File: config.mk
export PLATFORM = sky130hd
export DESIGN_NAME = fetch_stage
export DESIGN_NICKNAME = d
export VERILOG_FILES = /design/src/rtl/riscv_pkg.sv /design/src/rtl/fetch_fifo.sv /design/src/rtl/fetch_stage.sv
export SDC_FILE = /design/constraint.sdc
export NUM_CORES = 1
export LEC_CHECK = 0
export ABC_AREA = 1
export CORE_UTILIZATION = 45
export DETAILED_ROUTE_END_ITERATION = 10
export PLACE_DENSITY = 0.75
export SLEW_MARGIN = 20
export SYNTH_ARGS = -nofsm -noshare
export SYNTH_HDL_FRONTEND = slang
export SYNTH_HIERARCHICAL = 1
export SYNTH_SLANG_ARGS = --single-unit
File: constraint.sdc
create_clock -name clk -period 5.6 [get_ports clk]
set_clock_uncertainty 0.05 [all_clocks]
set_input_delay 0.56 -clock clk [delete_from_list [all_inputs] [get_ports clk]]
set_output_delay 0.56 -clock clk [all_outputs]
set_load 0.005 [all_outputs]
File: src/rtl/riscv_pkg.sv
// riscv_pkg: shared RISC-V widths, the canonical NOP encoding and the fetch queue entry type.
package riscv_pkg;
    localparam int XLEN = 32;
    localparam logic [XLEN-1:0] NOP_INSTR = 32'h0000_0013;
    typedef struct packed {
        logic [XLEN-1:0] pc;
        logic [XLEN-1:0] instr;
    } fetch_entry_t;
endpackage

File: src/rtl/fetch_fifo.sv
// fetch_fifo: 2-entry response queue between the imem response channel and the F/D register.
module fetch_fifo
    import riscv_pkg::*;
(
    input  logic         clk,
    input  logic         srst,
    input  logic         flush_i,
    input  logic         push_i,
    input  fetch_entry_t push_data_i,
    input  logic         pop_i,
    output fetch_entry_t head_o,
    output logic [1:0]   count_o
);
    fetch_entry_t mem_q [2];
    logic         wr_q, rd_q;
    logic [1:0]   count_q;

    assign head_o  = mem_q[rd_q];
    assign count_o = count_q;

    always_ff @(posedge clk) begin
        if (push_i && !flush_i) mem_q[wr_q] <= push_data_i;
    end

    always_ff @(posedge clk or posedge srst) begin
        if (srst) begin
            wr_q    <= 1'b0;
            rd_q    <= 1'b0;
            count_q <= 2'd0;
        end else if (flush_i) begin
            wr_q    <= 1'b0;
            rd_q    <= 1'b0;
            count_q <= 2'd0;
        end else begin
            if (push_i) wr_q <= !wr_q;
            if (pop_i) rd_q <= !rd_q;
            count_q <= count_q + 2'(push_i) - 2'(pop_i);
        end
    end
endmodule

File: src/rtl/fetch_stage.sv
// fetch_stage: PC generation, imem request/response tracking and the F/D pipeline register.
// Define FETCH_PERF_CNT_EN to build the saturating fetch/bubble performance counters.
module fetch_stage
    import riscv_pkg::*;
#(
    parameter logic [XLEN-1:0] RESET_VECTOR = 32'h0000_0000
) (
    input  logic            clk,
    input  logic            srst,
    input  logic            stall_f,
    input  logic            stall_d,
    input  logic            flush_d,
    input  logic            pcsrc_e,
    input  logic [XLEN-1:0] pc_target_e,
    output logic            imem_req_valid,
    output logic [XLEN-1:0] imem_req_addr,
    input  logic            imem_req_ready,
    input  logic            imem_rsp_valid,
    input  logic [XLEN-1:0] imem_rsp_data,
    output logic [XLEN-1:0] instr_d,
    output logic [XLEN-1:0] pc_d,
    output logic [XLEN-1:0] pc_plus4_d,
    output logic            valid_d,
    output logic [XLEN-1:0] fetch_cnt,
    output logic [XLEN-1:0] bubble_cnt
);
    logic [XLEN-1:0] pc_f_q, pc_rsp_q, instr_q, pc_q, pc_plus4_q;
    logic [1:0]      outst_q, drop_q, fifo_cnt;
    logic            valid_q, req_fire, rsp_fire, push, pop, bubble;
    fetch_entry_t    head, push_entry;

    assign imem_req_valid = !srst && !stall_f && !pcsrc_e && ({1'b0, outst_q} + {1'b0, fifo_cnt} < 3'd2);
    assign imem_req_addr  = pc_f_q;
    assign req_fire       = imem_req_valid && imem_req_ready;
    assign rsp_fire       = imem_rsp_valid && outst_q != 2'd0;
    assign push           = rsp_fire && drop_q == 2'd0 && !pcsrc_e;
    assign pop            = !flush_d && !pcsrc_e && !stall_d && fifo_cnt != 2'd0;
    assign bubble         = flush_d || pcsrc_e || (!stall_d && fifo_cnt == 2'd0);
    assign push_entry     = '{pc: pc_rsp_q, instr: imem_rsp_data};

    fetch_fifo u_fifo (
        .clk        (clk),
        .srst       (srst),
        .flush_i    (pcsrc_e),
        .push_i     (push),
        .push_data_i(push_entry),
        .pop_i      (pop),
        .head_o     (head),
        .count_o    (fifo_cnt)
    );

    // A redirect turns every response still in flight into one to be discarded.
    always_ff @(posedge clk or posedge srst) begin
        if (srst) begin
            pc_f_q   <= RESET_VECTOR;
            pc_rsp_q <= RESET_VECTOR;
            outst_q  <= 2'd0;
            drop_q   <= 2'd0;
        end else begin
            outst_q <= outst_q + 2'(req_fire) - 2'(rsp_fire);
            if (pcsrc_e) begin
                pc_f_q   <= pc_target_e;
                pc_rsp_q <= pc_target_e;
                drop_q   <= outst_q - 2'(rsp_fire);
            end else begin
                if (req_fire) pc_f_q <= pc_f_q + 32'd4;
                if (push) pc_rsp_q <= pc_rsp_q + 32'd4;
                if (rsp_fire && drop_q != 2'd0) drop_q <= drop_q - 2'd1;
            end
        end
    end

    always_ff @(posedge clk or posedge srst) begin
        if (srst) begin
            instr_q    <= NOP_INSTR;
            pc_q       <= '0;
            pc_plus4_q <= '0;
            valid_q    <= 1'b0;
        end else if (pop) begin
            instr_q    <= head.instr;
            pc_q       <= head.pc;
            pc_plus4_q <= head.pc + 32'd4;
            valid_q    <= 1'b1;
        end else if (bubble) begin
            instr_q <= NOP_INSTR;
            valid_q <= 1'b0;
        end
    end

    assign instr_d    = instr_q;
    assign pc_d       = pc_q;
    assign pc_plus4_d = pc_plus4_q;
    assign valid_d    = valid_q;

`ifdef FETCH_PERF_CNT_EN
    logic [XLEN-1:0] fetch_q, bubble_q;
    always_ff @(posedge clk or posedge srst) begin
        if (srst) begin
            fetch_q  <= '0;
            bubble_q <= '0;
        end else begin
            if (pop && fetch_q != '1) fetch_q <= fetch_q + 32'd1;
            if (bubble && !stall_d && bubble_q != '1) bubble_q <= bubble_q + 32'd1;
        end
    end
    assign fetch_cnt  = fetch_q;
    assign bubble_cnt = bubble_q;
`else
    assign fetch_cnt  = '0;
    assign bubble_cnt = '0;
`endif
endmodule
* Word level (Yosys, flattened, before mapping) *
Memories as Yosys holds them, arrays and structs flattened.
Cells that the tools add are included.

word-level totals
  flip-flop bits (word level) = 169
  memories kept = 1
  logic and storage cells = 72
  output and inout port bits = 194
  bits of input ports = 72
  bits in writable memories = 128

memories
  memory        words  width  read ports  clocked after memory_dff  wr ports  line              text
  u_fifo.mem_q  2      64     1           0                         1         fetch_fifo.sv:14  fetch_entry_t mem_q [2];

cells by class
  order comparisons = 1
  add/subtract/negate cells = 10
  reduce and logical (&&, ||, !) cells = 32
  muxes and demuxes = 17

operator list
  kind                                                                           count
  32-bit 2-to-1 mux                                                              6
  32-bit by 3-bit adder with 32-bit output (second input constant)               3
  2-bit nonzero test                                                             8
  1-bit logical AND                                                              13
  1-bit 2-to-1 mux                                                               8
  1-bit logical NOT                                                              7
  2-bit 2-to-1 mux                                                               3
  2-bit by 1-bit subtractor with 2-bit output                                    3
  2-bit by 1-bit adder with 2-bit output                                         2
  2-bit logical NOT                                                              2
  2-bit by 2-bit adder with 3-bit output                                         1
  3-bit by 2-bit less-than comparator with 1-bit output (second input constant)  1
  1-bit logical OR                                                               2
  2-bit by 1-bit subtractor with 2-bit output (second input constant)            1

* Logic depth before layout (Yosys ltp) *
Gate-level depths: netlist (run 1).

  depth in word-level cells = 7
  depth in mapped cells = 13
  depth with buffers taken out = 11

* By module *
Netlist (run 1), hierarchy kept.

modules (own cells, without submodules)
  module       cells an instance  area each (um^2)  instances  sequential area each (um^2)
  fetch_stage  1192               9277.6            1          4082.7
  fetch_fifo   227                4988.5            1          3943.8

* Worst setup path before layout (run 1) *
No wires, ideal clock.

  path type = register to register
  from = reg drop_q[0]
  to = mem u_fifo/mem_q[0][0] in the netlist's numbering (enable)
  path buffers = 0
  period minus slack after synthesis = 4.435 ns
  data arrival time = 3.899 ns
  data required time = 5.064 ns
  library setup time = 0.486 ns
  setup slack = 1.165 ns
  cell stages (with the launch flop) = 9
  cell sequence = dfrtp_1 inv_1 ha_1 inv_1 nor2_4 nand2_2 inv_2 nand2_1 nor2_1

on the way
  longest elaborated chain between the ends = 6

RTL lines
  element                                 line               text
  from (decl)                             fetch_stage.sv:28  logic [1:0] outst_q, drop_q, fifo_cnt;
  from (signal assigned)                  fetch_stage.sv:64  drop_q <= outst_q - 2'(rsp_fire);
  from (signal assigned)                  fetch_stage.sv:68  if (rsp_fire && drop_q != 2'd0) drop_q <= drop_q - 2'd1;
  2-bit logical NOT                       fetch_stage.sv:36  assign push = rsp_fire && drop_q == 2'd0 && !pcsrc_e;
  1-bit logical AND (2 in series)         fetch_stage.sv:36
  via push                                fetch_stage.sv:29  logic valid_q, req_fire, rsp_fire, push, pop, bubble;
  1-bit logical AND                       fetch_fifo.sv:22   if (push_i && !flush_i) mem_q[wr_q] <= push_data_i;
  1-bit 2-to-1 mux                        fetch_fifo.sv:22
  1-bit 2-to-1 mux (implied by the code)  fetch_fifo.sv:22
  to (decl)                               fetch_fifo.sv:14

The timed path passes the listed nets, and every way through them passes these cells.

* Worst setup path in the final report (run 1) *
  from = reg outst_q[0]
  to = reg pc_f_q[14], in the netlist imem_req_addr[14]

on the way
  longest elaborated chain between the ends = 5

RTL lines
  element                                                line               text
  from (decl)                                            fetch_stage.sv:28
  from (signal assigned)                                 fetch_stage.sv:60  outst_q <= outst_q + 2'(req_fire) - 2'(rsp_fire);
  2-bit by 2-bit adder with 3-bit output                 fetch_stage.sv:32  assign imem_req_valid = !srst && !stall_f && !pcsrc_e && ({1'b0, outst_q} + {1'b0, fifo_cnt} < 3'd2);
  3-bit by 2-bit less-than comparator with 1-bit output  fetch_stage.sv:32
  1-bit logical AND                                      fetch_stage.sv:32
  1-bit logical AND                                      fetch_stage.sv:34  assign req_fire = imem_req_valid && imem_req_ready;
  2-bit nonzero test (no line)                           -
  to (signal assigned)                                   fetch_stage.sv:62  pc_f_q <= pc_target_e;
  to (signal assigned)                                   fetch_stage.sv:66  if (req_fire) pc_f_q <= pc_f_q + 32'd4;
  to (decl)                                              fetch_stage.sv:27  logic [XLEN-1:0] pc_f_q, pc_rsp_q, instr_q, pc_q, pc_plus4_q;

Every way passes these cells.
A chain may end at the register's enable or synchronous reset.

==> results.sh, run 1 <==
export IMPL_rr_worst_depth=10
export IMPL_grt_pass1_wl_mm=52.9
export IMPL_initial_utilization_pct=46.2
export IMPL_multiInputGateArea_mm2=0.00527
export IMPL_hold_violations=0
export IMPL_syn_inst=1419
export IMPL_startpoint="outst_q[0]"
export IMPL_finalMaxSlewViolations=0
export IMPL_first_pass_iters=5
export IMPL_cp_start_kind="register"
export IMPL_cts_setup_buffers=0
export IMPL_power_frac_clock_pct=32.5
export IMPL_setup_tns_ns=0
export IMPL_synthAdderAreaFrac_pct=0.930
export IMPL_synth_top_area_cell="dfrtp_1"
export IMPL_avgSynthCellArea_um2=10.1
export IMPL_cts_buffers=30
export IMPL_place_gp_congestion=0.922
export IMPL_tightest_slew_ns=1.10
export IMPL_yosys_top_cells_area="dfrtp_1 (29%), edfxtp_1 (27%), nand2_1 (9.2%)"
export IMPL_synth_compound_area_share_pct=7.34
export IMPL_synth_top_family_by_area="simple AND/OR/NAND/NOR gates"
export IMPL_grt_overflow=0
export IMPL_p_seq_share_pct=46.7
export IMPL_fillers=2600
export IMPL_seq_area_mm2=0.00803
export IMPL_relSlewSlack_pct=26.8
export IMPL_dp_hpwl_mm=23.3
export IMPL_p_per_area_mw_per_mm2=357
export IMPL_crit_fanout=20
export IMPL_cts_buffer_depth=3
export IMPL_fin_nets=1694
export IMPL_pin_count=266
export IMPL_worstPathRequired_ns=5.96
export IMPL_post_synth_mux_area_share_pct=6.05
export IMPL_coreArea_mm2=0.0309
export IMPL_antennaDiodeCount=0
export IMPL_clock_sinks=295
export IMPL_crit_chain="nand2_1 -> inv_1 -> fa_1 -> nor2_1 -> nand4_1 -> nand2_1 -> inv_1 -> nand2_1 -> nand2_1 -> o21bai_1"
export IMPL_reg2reg_from="outst_q[0]"
export IMPL_cts_clk_slew_worst_paths_ns=0.06
export IMPL_switching_share_pct=27.0
export IMPL_fin_hold_ws_ns=0.329
export IMPL_drive_gt1_share_pct=10.6
export IMPL_endpoint="imem_req_addr[14]"
export IMPL_final_cell_mix="nand2_1 (349), clkdlybuf4s50_1 (200), dfrtp_1 (163)"
export IMPL_synth_distinct_cells=54
export IMPL_placed_cell_area_mm2=0.0164
export IMPL_worst_path_stages=10
export IMPL_grt_total_usage_pct=20.1
export IMPL_leakage_nw=7.40
export IMPL_power_internal_mw=4.52
export IMPL_cp_slowest_cell="nand2_1"
export IMPL_clk_insertion_delay_late_ns=0.55
export IMPL_setup_ws_ns=2.27
export IMPL_placementRows=64
export IMPL_cts_resized=0
export IMPL_via_count=10500
export IMPL_cp_common_cell="nand2_1"
export IMPL_synth_flop_cell="dfrtp_1"
export IMPL_cp_top_family="simple AND/OR/NAND/NOR gates"
export IMPL_antenna_left=0
export IMPL_synthSimpleGateAreaFrac_pct=19.5
export IMPL_via_per_inst=5.16
export IMPL_fin_area_mm2=0.0174
export IMPL_post_route_drc_count=0
export IMPL_cap_violations=0
export IMPL_drtIter0Drc=810
export IMPL_rr_endpoint="imem_req_addr[14]"
export IMPL_routedWlPerCell_um=16.1
export IMPL_layout_commonest_cell="nand2_1"
export IMPL_die_area_mm2=0.0324
export IMPL_finalSetupViolations=0
export IMPL_syn_to_final_growth_pct=21.9
export IMPL_preCtsSetupSlack_ns=1.98
export IMPL_slowest_delay_ns=0.71
export IMPL_worst_path_buf_inv=2
export IMPL_arrival_ns=3.69
export IMPL_synth_seq_cells=295
export IMPL_power_switching_mw=1.68
export IMPL_antenna_found_initial=0
export IMPL_rsz0062_at_grt="no"
export IMPL_htree_levels=1
export IMPL_fmax_ghz=0.300
export IMPL_peakVddDrop_v=0.000234
export IMPL_cts_root_buffer="clkbuf_16"
export IMPL_async_flop_share_pct=56.6
export IMPL_power_share_combinational_pct=20.8
export IMPL_synthesis_area_mm2=0.0143
export IMPL_drt_total_wl_mm=32.7
export IMPL_yosys_warnings=6
export IMPL_status="completed"
export IMPL_die_w_um=180
export IMPL_final_core_util_pct=56.3
export IMPL_grt_pass1_vias=10000
export IMPL_synth_edff_count=128
export IMPL_numPortBuffers=201
export IMPL_grt_max_degree=98
export IMPL_yosysTopAreaCellShare_pct=28.8
export IMPL_synthXorXnorAreaFrac_pct=1.35
export IMPL_post_route_period_util_pct=59.5
export IMPL_reg2reg_setup_slack_ns=2.27
export IMPL_ctsHoldBuffers=0
export IMPL_worstSetupEndpointType="register"
export IMPL_worstSetupPathType="register to register"
export IMPL_hold_path_class="input pin to asynchronous set/reset pin"
export IMPL_min_period_ns=3.33
export IMPL_die_y_um=180
export IMPL_cts_tree="built"
export IMPL_seq_area_frac_synth_pct=56.3
[power groups by stage]
stage	combinational (mW)	clock [mW]	sequential, mW
after floorplan	0.645	0	2.87
after global placement	1.26	0	2.92
after detailed placement	1.30	0	2.93
after CTS	1.31	2.05	2.89
after global routing	1.43	2.13	2.94
final	1.29	2.01	2.90
[worst min path at each step]
stage             from           endpoint  slack [ns]  cells after the start
4_1_cts           srst        u_fifo/rd_q        0.32                      2
5_1_grt           srst        u_fifo/rd_q        0.34                      2
3_5_place_dp   valid_d            valid_d        0.41                      2
2_1_floorplan     srst  u_fifo/count_o[0]        0.28                      1
3_3_place_gp   valid_d            valid_d        0.40                      2
6_report          srst        u_fifo/rd_q        0.33                      2
[routing by layer]
metal  vias up  track usage (%)  routed length [µm]
met1      5047             29.2               14800
met5         -                0                   0
met4         0             4.44                 647
met2       379             32.2               15200
met3        41             2.53                2110
li1       5021                -                   -
[Yosys cell counts (all sizes together), types with 5 or more instances]
library cell and number:
clkbuf 5, ha 9, a22o 29, a31oi 6, edfxtp 128, dfrtp 164
nor2 116, o21a 5, inv 126, a21oi 25, o211ai 22, nand2 361
buf 105, mux2 64, nand3 107, o21ai 48, nor3 21, nand4 21
o21bai 10, xnor2 7, xor2 15
[area by class of cell]
type	instances	share of cell area [%]
Clock inverter	9	0.633
Clock buffer	47	5.23
Timing Repair Buffer	208	12.0
Multi-Input combinational cell	950	30.3
Inverter	127	2.80
Sequential cell	295	46.2
Tap cell	396	2.85
[state kept, by name (all words and copies together), names as in the netlist]
signal / flops
drop_q: 2
imem_req_addr: 32
instr_d: 32
outst_q: 2
pc_d: 32
pc_plus4_d: 30
pc_rsp_q: 32
u_fifo/count_o: 2
u_fifo/mem_q: 128
u_fifo/rd_q: 1
u_fifo/wr_q: 1
valid_d: 1
[metrics by stage]
step | total power, mW | std cells
2_1_floorplan | 3.51 | 1482
3_3_place_gp | 4.18 | 1976
3_5_place_dp | 4.23 | 1976
4_1_cts | 6.25 | 2032
5_1_grt | 6.51 | 2032
6_report | 6.20 | 2032
[logic make-up (layout without fill, tap and decap cells)]
family	after synthesis	in the layout
AND/OR/NAND/NOR	632	632
other	1	64
multiplexers	64	64
XOR/XNOR	22	22
AO/OA/AOI/OAI	158	158
flip-flops	295	295
buffers and inverters	237	391
adder cells (fa/ha/maj)	10	10
Note: power is estimated with default switching activity, not from simulation.
==> inputs of run 2 (changes only) <==
==> constraint.sdc (replaced) <==
create_clock -name clk -period 3.1 [get_ports clk]
set_clock_uncertainty 0.05 [all_clocks]
set_input_delay 0.31 -clock clk [delete_from_list [all_inputs] [get_ports clk]]
set_output_delay 0.31 -clock clk [all_outputs]
set_load 0.005 [all_outputs]
==> results.sh, run 2 (synthesis gave the netlist of run 1 again) <==
export IMPL_status="finished, violations left"
export IMPL_failed_checks="hold timing"
export IMPL_die_y_um=180
export IMPL_drtIter0Drc=862
export IMPL_p_per_area_mw_per_mm2=635
export IMPL_place_gp_congestion=0.931
export IMPL_fillers=2619
export IMPL_hold_path_class="input pin to asynchronous set/reset pin"
export IMPL_leakage_nw=7.42
export IMPL_min_period_ns=2.71
export IMPL_antenna_left=0
export IMPL_pin_count=266
export IMPL_initial_utilization_pct=46.2
export IMPL_reg2reg_from="drop_q[0]"
export IMPL_tightest_slew_ns=0.870
export IMPL_regMostFlops="u_fifo/mem_q"
export IMPL_grt_overflow=0
export IMPL_reg2reg_setup_slack_ns=0.61
export IMPL_cap_violations=0
export IMPL_fmax_ghz=0.369
export IMPL_cts_buffer_depth=3
export IMPL_grt_total_usage_pct=20.7
export IMPL_endpoint="imem_req_valid"
export IMPL_numPortBuffers=201
export IMPL_die_area_mm2=0.0324
export IMPL_cp_start_kind="register"
export IMPL_cp_slowest_cell="clkdlybuf4s50_1"
export IMPL_post_route_period_util_pct=87.3
export IMPL_fin_nets=1704
export IMPL_cts_root_buffer="clkbuf_16"
export IMPL_finalMaxSlewViolations=0
export IMPL_rr_worst_depth=9
export IMPL_placementRows=64
export IMPL_slowest_delay_ns=0.51
export IMPL_crit_chain="nand2_1 -> inv_1 -> fa_1 -> nor2_1 -> and3_1 -> clkdlybuf4s50_1"
export IMPL_via_per_inst=5.16
export IMPL_cp_top_family="buffers and inverters"
export IMPL_worst_path_stages=6
export IMPL_cts_setup_buffers=0
export IMPL_cts_resized=0
export IMPL_routedWlPerCell_um=16.3
export IMPL_worst_path_buf_inv=2
export IMPL_grt_pass1_wl_mm=54.1
export IMPL_coreArea_mm2=0.0309
export IMPL_dp_hpwl_mm=23.9
export IMPL_worstSetupPathType="register to output pin"
export IMPL_ctsHoldBuffers=0
export IMPL_rsz0062_at_grt="no"
export IMPL_first_pass_iters=5
export IMPL_worstPathRequired_ns=2.74
export IMPL_cts_clk_slew_worst_paths_ns=0.06
export IMPL_relSlewSlack_pct=42.0
export IMPL_die_w_um=180
export IMPL_layout_commonest_cell="nand2_1"
export IMPL_grt_pass1_vias=10300
export IMPL_largest_reg_flops=128
export IMPL_grt_max_degree=98
export IMPL_cts_tree="built"
export IMPL_cts_buffers=30
export IMPL_worstSetupEndpointType="output pin"
export IMPL_rr_endpoint="u_fifo/mem_q[1][15]"
export IMPL_fin_hold_ws_ns=-0.00390
export IMPL_clock_sinks=295
export IMPL_startpoint="outst_q[0]"
export IMPL_antenna_found_initial=0
export IMPL_drt_total_wl_mm=33.2
export IMPL_hold_violations=3
export IMPL_post_route_drc_count=0
export IMPL_crit_fanout=4
export IMPL_antennaDiodeCount=0
export IMPL_drive_gt1_share_pct=11.2
export IMPL_syn_to_final_growth_pct=22.3
export IMPL_via_count=10500
export IMPL_clk_insertion_delay_late_ns=0.56
export IMPL_arrival_ns=2.35
export IMPL_htree_levels=1
export IMPL_peakVddDrop_v=0.000471
export IMPL_total_power_mw=11.1
export IMPL_final_cell_mix="nand2_1 (349), clkdlybuf4s50_1 (200), dfrtp_1 (163)"
export IMPL_setup_tns_ns=0
export IMPL_finalSetupViolations=0
run 2: cell count changes in the layout (fill, tap and decap cells not counted):
| cell | delta |
|---|---|
| buf_4 | +7 |
| clkbuf_8 | -6 |
| clkinvlp_4 | +5 |
| clkbuf_1 | -4 |
| clkinv_2 | +4 |
| buf_12 | +3 |
| clkinv_4 | +3 |
| clkinv_1 | +2 |
| inv_6 | -2 |
| clkbuf_16 | -1 |
| clkbuf_4 | -1 |
run 2: per-stage QoR:
step	area (µm²)	util (%)	setup WS (ns)	instances
final	17400	56.4	0.392	2042
after global routing	17400	56.4	0.251	2042
after CTS	17400	56.4	0.355	2042
after detailed placement	16500	53.3	0.490	1986
after global placement	16500	53.3	0.559	1986
after floorplan	14500	-	-1.33	1482
run 2: worst min path at each step:
stage / startpoint / end / slack, ns / cells after the start
floorplan: srst / u_fifo/count_o[0] / 0.03 / 1
global placement: pc_rsp_q[0] / u_fifo/mem_q[0][32] / 0.40 / 0
detailed placement: pc_rsp_q[0] / u_fifo/mem_q[0][32] / 0.41 / 0
CTS: srst / u_fifo/rd_q / 0.0002 / 2
global route: srst / u_fifo/rd_q / 0.02 / 2
finish: srst / u_fifo/rd_q / -0.004 / 2
run 2: worst reg2reg max path: cells and delay by family, from the launching register on:
family        cells  cell delay (ns)
fa+ha+maj         1             0.20
simple gates      4             0.75
flops             1             0.36
buf+inv           4             0.76
run 2: final cells by class:
cell class	instances	area [µm²]	area share, %
well taps	396	495	2.84
flip-flops and latches	295	8030	46.0
multi-input cells	950	5270	30.2
clock inverters	21	185	1.06
repair buffers	218	2200	12.6
clock buffers	35	779	4.47
inverters	127	485	2.78
run 2: power breakdown:
group          internal (mW)  switching [mW]
Sequential              4.71           0.513
Clock                   1.98            1.50
Combinational           1.29            1.08
Total                   7.98            3.09
run 2: layer usage:
metal  global-route usage, %  share of wire, %  wire length [µm]  vias to the layer above
met4                    7.01               3.3              1100                        0
met1                    29.0                44             14800                     5028
met5                       0                 0                 0                        -
met3                    3.17               6.2              2060                       76
met2                    32.9                46             15300                      390
li1                        -                 -                 -                     5049
==> inputs of run 3 (changes only) <==
--- a/config.mk
+++ b/config.mk
@@ -8,6 +8,7 @@
 export ABC_AREA = 1
 export CORE_UTILIZATION = 45
 export DETAILED_ROUTE_END_ITERATION = 10
+export GPL_TIMING_DRIVEN = 1
 export PLACE_DENSITY = 0.75
 export SLEW_MARGIN = 20
 export SYNTH_ARGS = -nofsm -noshare
==> results of run 3 <==
Same layout as run 2: the final DEF is identical, and so are final timing and power.
